[src/rtl/light_uart_pkg.sv]
// Shared types and helpers for the light UART receive path.
package light_uart_pkg;

    typedef enum logic [2:0] {
        IDLE,
        START,
        DATA,
        PARITY,
        STOP
    } rx_state_e;

    localparam int DATA_W_DEF  = 8;
    localparam int SYNC_STAGES = 2;
    localparam int BCLK_W      = 20;

    function automatic logic [BCLK_W-1:0] bit_clks_f(input logic [15:0] dbr);
        return {dbr, 4'b0000};
    endfunction

endpackage

[src/rtl/light_uart_rx_fifo_if.sv]
// Show-ahead byte stream from the receiver to its consumer.
interface light_uart_rx_fifo_if #(
    parameter int DATA_W = light_uart_pkg::DATA_W_DEF
);
    logic [DATA_W-1:0] rx_data;
    logic              rx_valid;
    logic              rx_ready;

    modport master (
        output rx_data,
        output rx_valid,
        input  rx_ready
    );

    modport slave (
        input  rx_data,
        input  rx_valid,
        output rx_ready
    );
endinterface

[src/rtl/light_uart_sync_fifo.sv]
// Show-ahead synchronous FIFO; pointers carry a wrap bit for full/empty.
module light_uart_sync_fifo #(
    parameter int WIDTH = 8,
    parameter int DEPTH = 16,
    localparam int AW = $clog2(DEPTH),
    localparam int CW = AW + 1
) (
    input  logic             clk,
    input  logic             reset,
    input  logic             push_i,
    input  logic [WIDTH-1:0] wdata_i,
    input  logic             pop_i,
    output logic [WIDTH-1:0] rdata_o,
    output logic             full_o,
    output logic             empty_o,
    output logic [CW-1:0]    count_o,
    output logic [CW-1:0]    count_next_o
);

    logic [WIDTH-1:0] mem_q [DEPTH];
    logic [AW:0]      wptr_q, wptr_d;
    logic [AW:0]      rptr_q, rptr_d;
    logic             do_push;
    logic             do_pop;

    assign empty_o = (wptr_q == rptr_q);
    assign full_o  = (wptr_q[AW] != rptr_q[AW]) &&
                     (wptr_q[AW-1:0] == rptr_q[AW-1:0]);
    assign rdata_o = mem_q[rptr_q[AW-1:0]];
    assign count_o = wptr_q - rptr_q;

    // A pop frees the head slot, so a full FIFO can still take a push.
    always_comb begin
        do_pop       = pop_i & ~empty_o;
        do_push      = push_i & (~full_o | do_pop);
        wptr_d       = wptr_q + CW'(do_push);
        rptr_d       = rptr_q + CW'(do_pop);
        count_next_o = count_o + CW'(do_push) - CW'(do_pop);
    end

    always_ff @(posedge clk) begin
        if (reset) begin
            wptr_q <= '0;
            rptr_q <= '0;
        end else begin
            wptr_q <= wptr_d;
            rptr_q <= rptr_d;
        end
    end

    always_ff @(posedge clk) begin
        if (do_push) begin
            mem_q[wptr_q[AW-1:0]] <= wdata_i;
        end
    end

endmodule

[src/rtl/light_uart_rx_fifo.sv]
// UART receiver (8N1+, bit = dbr<<4 clocks) feeding a show-ahead FIFO.
// Optional even parity bit when LIGHT_UART_RX_PARITY_EN is defined.
module light_uart_rx_fifo
    import light_uart_pkg::*;
#(
    parameter int DATA_W     = DATA_W_DEF,
    parameter int FIFO_DEPTH = 16,
    parameter int RTS_THRESH = 12,
    localparam int CW    = $clog2(FIFO_DEPTH) + 1,
    localparam int IDX_W = (DATA_W > 1) ? $clog2(DATA_W) : 1
) (
    input  logic                  clk,
    input  logic                  reset,
    input  logic [15:0]           dbr,
    input  logic                  rxd,
    light_uart_rx_fifo_if.master  rx,
    output logic [CW-1:0]         fifo_count,
    output logic                  rts_n,
    output logic                  frame_err,
    output logic                  overrun,
    output logic                  parity_err,
    input  logic                  err_clr
);

    logic [SYNC_STAGES-1:0] sync_q;
    logic                   rxs;

    rx_state_e          state_q, state_d;
    logic [BCLK_W-1:0]  cnt_q, cnt_d;
    logic [BCLK_W-1:0]  bc_q, bc_d;
    logic [IDX_W-1:0]   idx_q, idx_d;
    logic [DATA_W-1:0]  sh_q, sh_d;
    logic               brk_q, brk_d;
    logic               push;
    logic               fe_set;
    logic               fe_q, fe_d;
    logic               ovr_q, ovr_d;
    logic               rts_q, rts_d;

    logic               pop;
    logic               fifo_full;
    logic               fifo_empty;
    logic [CW-1:0]      fifo_cnt_next;
    logic [DATA_W-1:0]  fifo_rdata;

`ifdef LIGHT_UART_RX_PARITY_EN
    logic               parbad_q, parbad_d;
    logic               pe_set;
    logic               pe_q, pe_d;
`endif

    always_ff @(posedge clk) begin
        if (reset) begin
            sync_q <= '1;
        end else begin
            sync_q <= {sync_q[SYNC_STAGES-2:0], rxd};
        end
    end

    assign rxs = sync_q[SYNC_STAGES-1];

    always_comb begin
        state_d = state_q;
        cnt_d   = cnt_q + 1'b1;
        bc_d    = bc_q;
        idx_d   = idx_q;
        sh_d    = sh_q;
        brk_d   = brk_q;
        push    = 1'b0;
        fe_set  = 1'b0;
`ifdef LIGHT_UART_RX_PARITY_EN
        parbad_d = parbad_q;
        pe_set   = 1'b0;
`endif
        case (state_q)
            IDLE: begin
                cnt_d = '0;
                brk_d = 1'b0;
                if (!rxs && dbr != 16'd0) begin
                    bc_d    = bit_clks_f(dbr);
                    state_d = START;
                end
            end
            START: begin
                if (cnt_q == (bc_q >> 1) - 1'b1) begin
                    cnt_d = '0;
                    idx_d = '0;
                    state_d = rxs ? IDLE : DATA;
                end
            end
            DATA: begin
                if (cnt_q == bc_q - 1'b1) begin
                    cnt_d       = '0;
                    sh_d[idx_q] = rxs;
                    if (idx_q == IDX_W'(DATA_W - 1)) begin
`ifdef LIGHT_UART_RX_PARITY_EN
                        state_d = PARITY;
`else
                        state_d = STOP;
`endif
                    end else begin
                        idx_d = idx_q + 1'b1;
                    end
                end
            end
`ifdef LIGHT_UART_RX_PARITY_EN
            PARITY: begin
                if (cnt_q == bc_q - 1'b1) begin
                    cnt_d    = '0;
                    parbad_d = (^sh_q) ^ rxs;
                    pe_set   = (^sh_q) ^ rxs;
                    state_d  = STOP;
                end
            end
`endif
            STOP: begin
                // After a 0 stop bit, hold here until the line idles again.
                if (brk_q) begin
                    cnt_d = cnt_q;
                    if (rxs) begin
                        state_d = IDLE;
                    end
                end else if (cnt_q == bc_q - 1'b1) begin
                    if (rxs) begin
`ifdef LIGHT_UART_RX_PARITY_EN
                        push = ~parbad_q;
`else
                        push = 1'b1;
`endif
                        state_d = IDLE;
                    end else begin
                        fe_set = 1'b1;
                        brk_d  = 1'b1;
                    end
                end
            end
            default: begin
                state_d = IDLE;
            end
        endcase
    end

    always_ff @(posedge clk) begin
        if (reset) begin
            state_q <= IDLE;
            cnt_q   <= '0;
            bc_q    <= '0;
            idx_q   <= '0;
            sh_q    <= '0;
            brk_q   <= 1'b0;
        end else begin
            state_q <= state_d;
            cnt_q   <= cnt_d;
            bc_q    <= bc_d;
            idx_q   <= idx_d;
            sh_q    <= sh_d;
            brk_q   <= brk_d;
        end
    end

    assign pop = rx.rx_valid & rx.rx_ready;

    light_uart_sync_fifo #(
        .WIDTH (DATA_W),
        .DEPTH (FIFO_DEPTH)
    ) u_fifo (
        .clk          (clk),
        .reset        (reset),
        .push_i       (push),
        .wdata_i      (sh_q),
        .pop_i        (pop),
        .rdata_o      (fifo_rdata),
        .full_o       (fifo_full),
        .empty_o      (fifo_empty),
        .count_o      (fifo_count),
        .count_next_o (fifo_cnt_next)
    );

    assign rx.rx_data  = fifo_rdata;
    assign rx.rx_valid = ~fifo_empty;

    // A coincident set beats err_clr so no event is lost.
    always_comb begin
        fe_d  = fe_set | (fe_q & ~err_clr);
        ovr_d = (push & fifo_full & ~pop) | (ovr_q & ~err_clr);
        rts_d = (fifo_cnt_next >= CW'(RTS_THRESH));
`ifdef LIGHT_UART_RX_PARITY_EN
        pe_d  = pe_set | (pe_q & ~err_clr);
`endif
    end

    always_ff @(posedge clk) begin
        if (reset) begin
            fe_q  <= 1'b0;
            ovr_q <= 1'b0;
            rts_q <= 1'b0;
        end else begin
            fe_q  <= fe_d;
            ovr_q <= ovr_d;
            rts_q <= rts_d;
        end
    end

`ifdef LIGHT_UART_RX_PARITY_EN
    always_ff @(posedge clk) begin
        if (reset) begin
            parbad_q <= 1'b0;
            pe_q     <= 1'b0;
        end else begin
            parbad_q <= parbad_d;
            pe_q     <= pe_d;
        end
    end

    assign parity_err = pe_q;
`else
    assign parity_err = 1'b0;
`endif

    assign frame_err = fe_q;
    assign overrun   = ovr_q;
    assign rts_n     = rts_q;

endmodule

[src/flat_wrapper.sv]
// flat-port wrapper written by rule: the top's interface ports become plain ports
module light_uart_rx_fifo_flat import light_uart_pkg::*;
#(
    parameter int DATA_W     = DATA_W_DEF,
    parameter int FIFO_DEPTH = 16,
    parameter int RTS_THRESH = 12,
    localparam int CW    = $clog2(FIFO_DEPTH) + 1,
    localparam int IDX_W = (DATA_W > 1) ? $clog2(DATA_W) : 1
)
  (clk, reset, dbr, rxd, fifo_count, rts_n, frame_err, overrun, parity_err, err_clr, rx_rx_data, rx_rx_valid, rx_rx_ready);
  light_uart_rx_fifo_if #(.DATA_W(DATA_W)) rx_i ();
  input  logic clk;
  input  logic reset;
  input  logic [15:0] dbr;
  input  logic rxd;
  output logic [CW-1:0] fifo_count;
  output logic rts_n;
  output logic frame_err;
  output logic overrun;
  output logic parity_err;
  input  logic err_clr;
  output wire logic [$bits(rx_i.rx_data)-1:0] rx_rx_data;
  output wire logic [$bits(rx_i.rx_valid)-1:0] rx_rx_valid;
  input wire logic [$bits(rx_i.rx_ready)-1:0] rx_rx_ready;
  assign rx_rx_data = rx_i.rx_data;
  assign rx_rx_valid = rx_i.rx_valid;
  assign rx_i.rx_ready = rx_rx_ready;
  light_uart_rx_fifo #(.DATA_W(DATA_W), .FIFO_DEPTH(FIFO_DEPTH), .RTS_THRESH(RTS_THRESH)) u_core (.clk(clk), .reset(reset), .dbr(dbr), .rxd(rxd), .rx(rx_i), .fifo_count(fifo_count), .rts_n(rts_n), .frame_err(frame_err), .overrun(overrun), .parity_err(parity_err), .err_clr(err_clr));
endmodule
[config.mk]
export PLATFORM = sky130hd
export DESIGN_NAME = light_uart_rx_fifo_flat
export DESIGN_NICKNAME = d
export VERILOG_FILES = /design/src/rtl/light_uart_pkg.sv /design/src/rtl/light_uart_rx_fifo_if.sv /design/src/rtl/light_uart_sync_fifo.sv /design/src/rtl/light_uart_rx_fifo.sv /design/src/flat_wrapper.sv
export SDC_FILE = /design/constraint.sdc
export NUM_CORES = 1
export LEC_CHECK = 0
export CAP_MARGIN = 30
export CORE_ASPECT_RATIO = 1.25
export CORE_MARGIN = 5
export CORE_UTILIZATION = 46
export DETAILED_ROUTE_END_ITERATION = 10
export PLACE_DENSITY_LB_ADDON = 0.1
export SETUP_SLACK_MARGIN = 0.02
export SYNTH_ARGS = -nofsm -noshare
export SYNTH_HDL_FRONTEND = slang
export SYNTH_SLANG_ARGS = --single-unit
[constraint.sdc]
create_clock -name clk -period 9.4 [get_ports clk]
set_input_delay 1.88 -clock clk [delete_from_list [all_inputs] [get_ports clk]]
set_output_delay 1.88 -clock clk [all_outputs]
set_load 0.01 [all_outputs]
Word-level counts from Yosys, hierarchy flattened
Memory sizes are Yosys's and may differ from the RTL's. A register that Yosys moved wholly into a read port is not among the register bits.
Cells that the tools add are included.

word-level totals
  input bits = 21
  bits in registers = 66
  output and inout port bits = 18
  RAM bits = 128
  memories kept = 1

memory list
  memory               depth  bits a word  read ports  clocked after Yosys merged registers in  write ports  RTL line                    RTL
  u_core.u_fifo.mem_q  16     8            1           1                                        1            light_uart_sync_fifo.sv:20  logic [WIDTH-1:0] mem_q [DEPTH];

cells by class
  multiplexer cells = 33
  $lt $le $gt $ge = 3
  eq/ne operators = 16
  bitwise operators = 14
  add/sub/neg operators = 9
  reductions and logical operators = 12

operator list
  kind                                                                                 number
  20-bit one-hot mux with 4 select lines                                               1
  20-bit 2-to-1 mux                                                                    3
  20-bit equality test                                                                 2
  3-bit 2-to-1 mux                                                                     10
  20-bit by 1-bit adder with 20-bit output, second input constant                      1
  19-bit by 1-bit subtractor with 20-bit output, second input constant                 1
  20-bit by 1-bit subtractor with 20-bit output, second input constant                 1
  16-bit nonzero test                                                                  1
  5-bit by 1-bit adder with 5-bit output                                               3
  1-bit 2-to-1 mux                                                                     12
  3-bit one-hot mux with 4 select lines                                                1
  8-bit bitwise mux                                                                    1
  2-bit by 1-bit != test with 1-bit output, second input constant                      4
  1-bit AND                                                                            7
  3-bit equality test, second input constant                                           2
  3-bit one-hot mux with 2 select lines                                                1
  5-bit equality test                                                                  1
  5-bit by 4-bit greater-or-equal comparator with 1-bit output, second input constant  1
  5-bit AND reduction                                                                  1
  5-bit by 1-bit subtractor with 5-bit output                                          1
  5-bit subtractor                                                                     1
  4-bit equality test                                                                  1
  3-bit by 4-bit < comparator with 1-bit output, second input constant                 1
  4-bit 2-to-1 mux                                                                     1
  18 further kinds                                                                     28

Logic depth before layout (Yosys ltp)
  depth in word-level cells = 9
  mapped depth = 21
  depth with buffers taken out = 18

By module
Synthesis repeated with hierarchy kept, for this count alone.

second synthesis, totals
  cells, all modules = 812
  area total of the unflattened synthesis = 9,840.7 um^2

modules (own cells, without submodules)
  module                times used  area each (um^2)  cells an instance
  light_uart_sync_fifo  1           5,778.0           303
  light_uart_rx_fifo    1           4,062.6           509

Worst setup path after synthesis
Ideal clock, no wire load.

  path type = flip-flop to flip-flop
  from = register u_core.bc_q[4]
  to = register u_core.rts_q (netlist: u_core.rts_n)
  data required time = 9.270 ns
  stages on the path, launching flop included = 22
  path buffers = 3
  period minus slack after synthesis = 4.843 ns
  arrival = 4.713 ns
  setup slack = 4.557 ns
  cells stage by stage = dfxtp_1 buf_2 inv_1 ha_1 or3b_1 buf_2 nor4_2 xnor2_1 o21ai_0 or4b_1 nor3_2 nand4b_2 buf_2 ha_1 inv_1 ha_1 fa_1 a21o_1 a21oi_1 xor2_1 xnor2_1 a21oi_1

on the way
  cells in the longest elaborated chain, start to end = 9

ends and longest elaborated chain
  item                                                          RTL line                    RTL
  start, declared                                               light_uart_rx_fifo.sv:30    logic [BCLK_W-1:0] bc_q, bc_d;
  start signal, assigned                                        light_uart_rx_fifo.sv:147   bc_q <= '0;
  start signal, assigned                                        light_uart_rx_fifo.sv:154   bc_q <= bc_d;
  20-bit by 1-bit subtractor with 20-bit output                 light_uart_rx_fifo.sv:123   end else if (cnt_q == bc_q - 1'b1) begin
  20-bit equality test                                          light_uart_rx_fifo.sv:123
  1-bit 2-to-1 mux                                              light_uart_rx_fifo.sv:123
  1-bit 2-to-1 mux                                              light_uart_rx_fifo.sv:118   if (brk_q) begin
  1-bit 2-to-1 mux                                              light_uart_rx_fifo.sv:75    case (state_q)
  1-bit AND                                                     light_uart_sync_fifo.sv:35  do_push = push_i & (~full_o | do_pop);
  5-bit by 1-bit adder with 5-bit output                        light_uart_sync_fifo.sv:38  count_next_o = count_o + CW'(do_push) - CW'(do_pop);
  5-bit by 1-bit subtractor with 5-bit output                   light_uart_sync_fifo.sv:38
  5-bit by 4-bit greater-or-equal comparator with 1-bit output  light_uart_rx_fifo.sv:186   rts_d = (fifo_cnt_next >= CW'(RTS_THRESH));
  end signal, assigned                                          light_uart_rx_fifo.sv:200   rts_q <= rts_d;
  end, declared                                                 light_uart_rx_fifo.sv:38    logic rts_q, rts_d;

No other way between the ends.
A chain may end at the register's enable or synchronous reset.

Worst setup path after layout
Ends and elaborated chain as after synthesis.

==> out/qor.csv <==
metric,value,unit
Leak Pwr,3.66,nW
Crit path arrival time,5770,ps
number of global-route vias before repair,6264,
RSZ-0062 raised after global routing,no,
post-layout min period,5460,ps
Syn. warnings,0,
final hold vios,0,
initial antenna violation count,0,
crit-path max FO,18,
Reg power frac,0.519,
synthesis-stage register bit count,194,
n_diodes,0,
Detailed Routing Iterations Pass 1,7,
"Reg clk slew, reported paths",80,ps
final WL,22.7,mm
Comb pwr share,0.068,
Max Buffers Root-to-Sink,2,
total power,1.75,mW
synthesized instance count,770,
Hold Path Sink,u_core.sync_q[1],
worst hold start,u_core.sync_q[0],
Area growth syn-to-layout,12.9,%
DR WL/cell,21.1,microns
Sink Count,194,
FF-to-FF setup slack,3940,ps
final non-filler cell total,1073,
Hold/Removal Path Class,reg -> reg,
highest-count cells in the layout ignoring fill and taps,"128 x edfxtp_1, 67 x nor2_1, 65 x dfxtp_1, 40 x mux4_2, 37 x xnor2_1",
fin. max-slew vios,0,
Setup TNS,0,ps
Worst-Skew Late Latency,440,ps
WP data required,9710,ps
DR vias,6089,
number of routed nets with antenna violations,0,
Fin Clk Skew,18.6,ps
placed cells,1040,
post-synthesis sequential area ratio,0.541,
worst reg2reg path endpoint,u_core.rts_n,
CTS tree,yes,
Synth async-reset ratio,0,
internal power,1.31,mW
number of synthesized flops with an enable pin,128,
sw frac,0.248,
clock share of power,0.412,
post-cts gate resize count,0,
die span in y,171,microns
Psw,434,uW
post-synthesis area per instance,12.4,sq um
core area,20700,sq um
Worst path most repeated cell,ha_1,
effective utilization at floorplan,0.462,
CP max-delay cell,or3b_1,
maximum vdd drop,115,uV
vias per cell,5.67,
Relative slew margins,0.359,
die width,139,microns
library cells used by synthesis,73,
Post-Syn Nets,810,
RD Place Congestion,0.921,
worst slew pin tran,957,ps
TritonCTS Buffers,17,
max cap viols,0,
CP startpoint kind,register,
hold path cells,1,
Top Ports,39,
GRT Util Overall,0.197,
CTS HTree Levels,4,
grt ovf,0,
fmax,183,MHz
Final Setup Violations,0,
"commonest non-fill, non-tap cell in the layout",edfxtp_1,
layout cells sized above 1,0.150,
Root Buffer,clkbuf_16,
detailed-route DRC error count,0,
status,"finished, final reports clean",
crit-path max cell delay,560,ps
number of nets in the layout,826,
CP cell instances,"inv_1, ha_1, or3b_1, nor4_2, xnor2_1, o21ai_0, or4b_1, nor3_2, nand4b_2, ha_1, inv_1, ha_1, fa_1, a21o_1, a21oi_1, xor2_1, xnor2_1, a21oi_1",
Cell Pwr Density,162,nW/um^2
Port Buffers,37,
Setup CP Type,reg -> reg,
initial DRC count,295,
largest net degree at the start of global routing,54,
worst reg2reg path depth,18,
Final HPWL DP,16.8,mm
worst flop-to-flop path startpoint,u_core.bc_q[4],
hold_buf cts,0,
row cnt,59,
Main synth FF type,edfxtp_1,
synthesized area,9550,sq um
post-CTS repair timing setup buffer count,0,
Final period util,0.581,
Die ar.,23800,sq um
CP Capture Type,register,
first-pass GRT wire length,35.7,mm
-- how the worst max path moves through the flow --
stage / cells after the start / start / end / slack, ps
finish: 18 / u_core.bc_q[4] / u_core.rts_n / 3940
global placement: 18 / u_core.bc_q[4] / u_core.rts_n / 4130
global route: 18 / u_core.bc_q[4] / u_core.rts_n / 3530
detailed placement: 18 / u_core.bc_q[4] / u_core.rts_n / 3950
CTS: 18 / u_core.bc_q[4] / u_core.rts_n / 3920
floorplan: 21 / u_core.bc_q[4] / u_core.rts_n / 4560
-- critical path: cells and delay by family, from the launching register on --
family | cells | cell delay, ps
buffers and inverters | 2 | 130
AOI/OAI and AO/OA | 4 | 550
adders and majority gates | 4 | 1370
and+or+nand+nor | 5 | 2340
xor gates and xnor gates | 3 | 550
DFF | 1 | 400
-- state kept, by name, summed over array words and instances (netlist names) --
register              flops
u_core.rts_n              1
u_core.bc_q              16
u_core.overrun            1
u_core.state_q            3
u_core.cnt_q             20
u_core.frame_err          1
u_core.sync_q             2
u_core.idx_q              3
u_core.sh_q               8
u_core.u_fifo.wptr_q      5
u_core.brk_q              1
u_core.u_fifo.mem_q     128
u_core.u_fifo.rptr_q      5
-- cell usage after synthesis, types with 9 or more instances --
cell,count,area share
edfxtp_1,128,0.40
nor2b_1,11,0.0072
inv_1,22,0.0086
buf_2,9,0.0047
clkbuf_1,35,0.014
nand3_1,31,0.016
nor2_1,67,0.026
dfxtp_1,66,0.14
mux4_2,40,0.094
nand2b_1,10,0.0065
nand2_1,36,0.014
a21oi_1,24,0.013
o21ai_0,11,0.0058
xor2_1,27,0.025
nor4_1,18,0.012
mux2i_1,21,0.022
nor3_1,28,0.015
nand4_1,11,0.0072
ha_1,17,0.022
xnor2_1,37,0.034
-- area by class of cell --
cell class | count | area (sq um)
well taps | 274 | 343
inverters | 23 | 86.3
clock buffers | 17 | 425
flip-flops and latches | 194 | 5170
repair buffers | 55 | 524
clock inverters | 15 | 174
fillers | 1800 | 9890
multi-input cells | 495 | 4060
-- power groups by stage --
stage / clock, mW / combinational (mW) / sequential [mW]
4_1_cts: 0.743 / 0.120 / 0.907
2_1_floorplan: 0 / 0.0889 / 0.921
3_5_place_dp: 0 / 0.120 / 0.927
5_1_grt: 0.780 / 0.131 / 0.908
3_3_place_gp: 0 / 0.119 / 0.927
6_report: 0.720 / 0.120 / 0.907
-- cells by family after synthesis --
logic type      share of synthesized area
buf+inv                            0.0369
compound gates                     0.0559
xor+xnor                           0.0658
simple gates                        0.154
flops                               0.541
fa+ha+maj                          0.0265
other cells                      0.000393
mux                                 0.120
-- metal layers --
metal / global-route usage / vias to the layer above / routed length (microns)
met1: 0.209 / 3036 / 8610
met2: 0.382 / 112 / 12800
met3: 0.0333 / 32 / 470
li1: - / 2909 / -
met5: 0 / - / 0
met4: 0.0843 / 0 / 813
-- through the flow --
stage	util	setup slack, ps	hold slack (ps)	area (sq um)
floorplan	-	4560	389	9550
global route	0.522	3530	435	10800
global placement	0.490	4130	401	10100
detailed placement	0.492	3950	403	10200
CTS	0.521	3920	422	10800
finish	0.522	3940	421	10800
No activity file was read; power rests on OpenSTA's default activity.
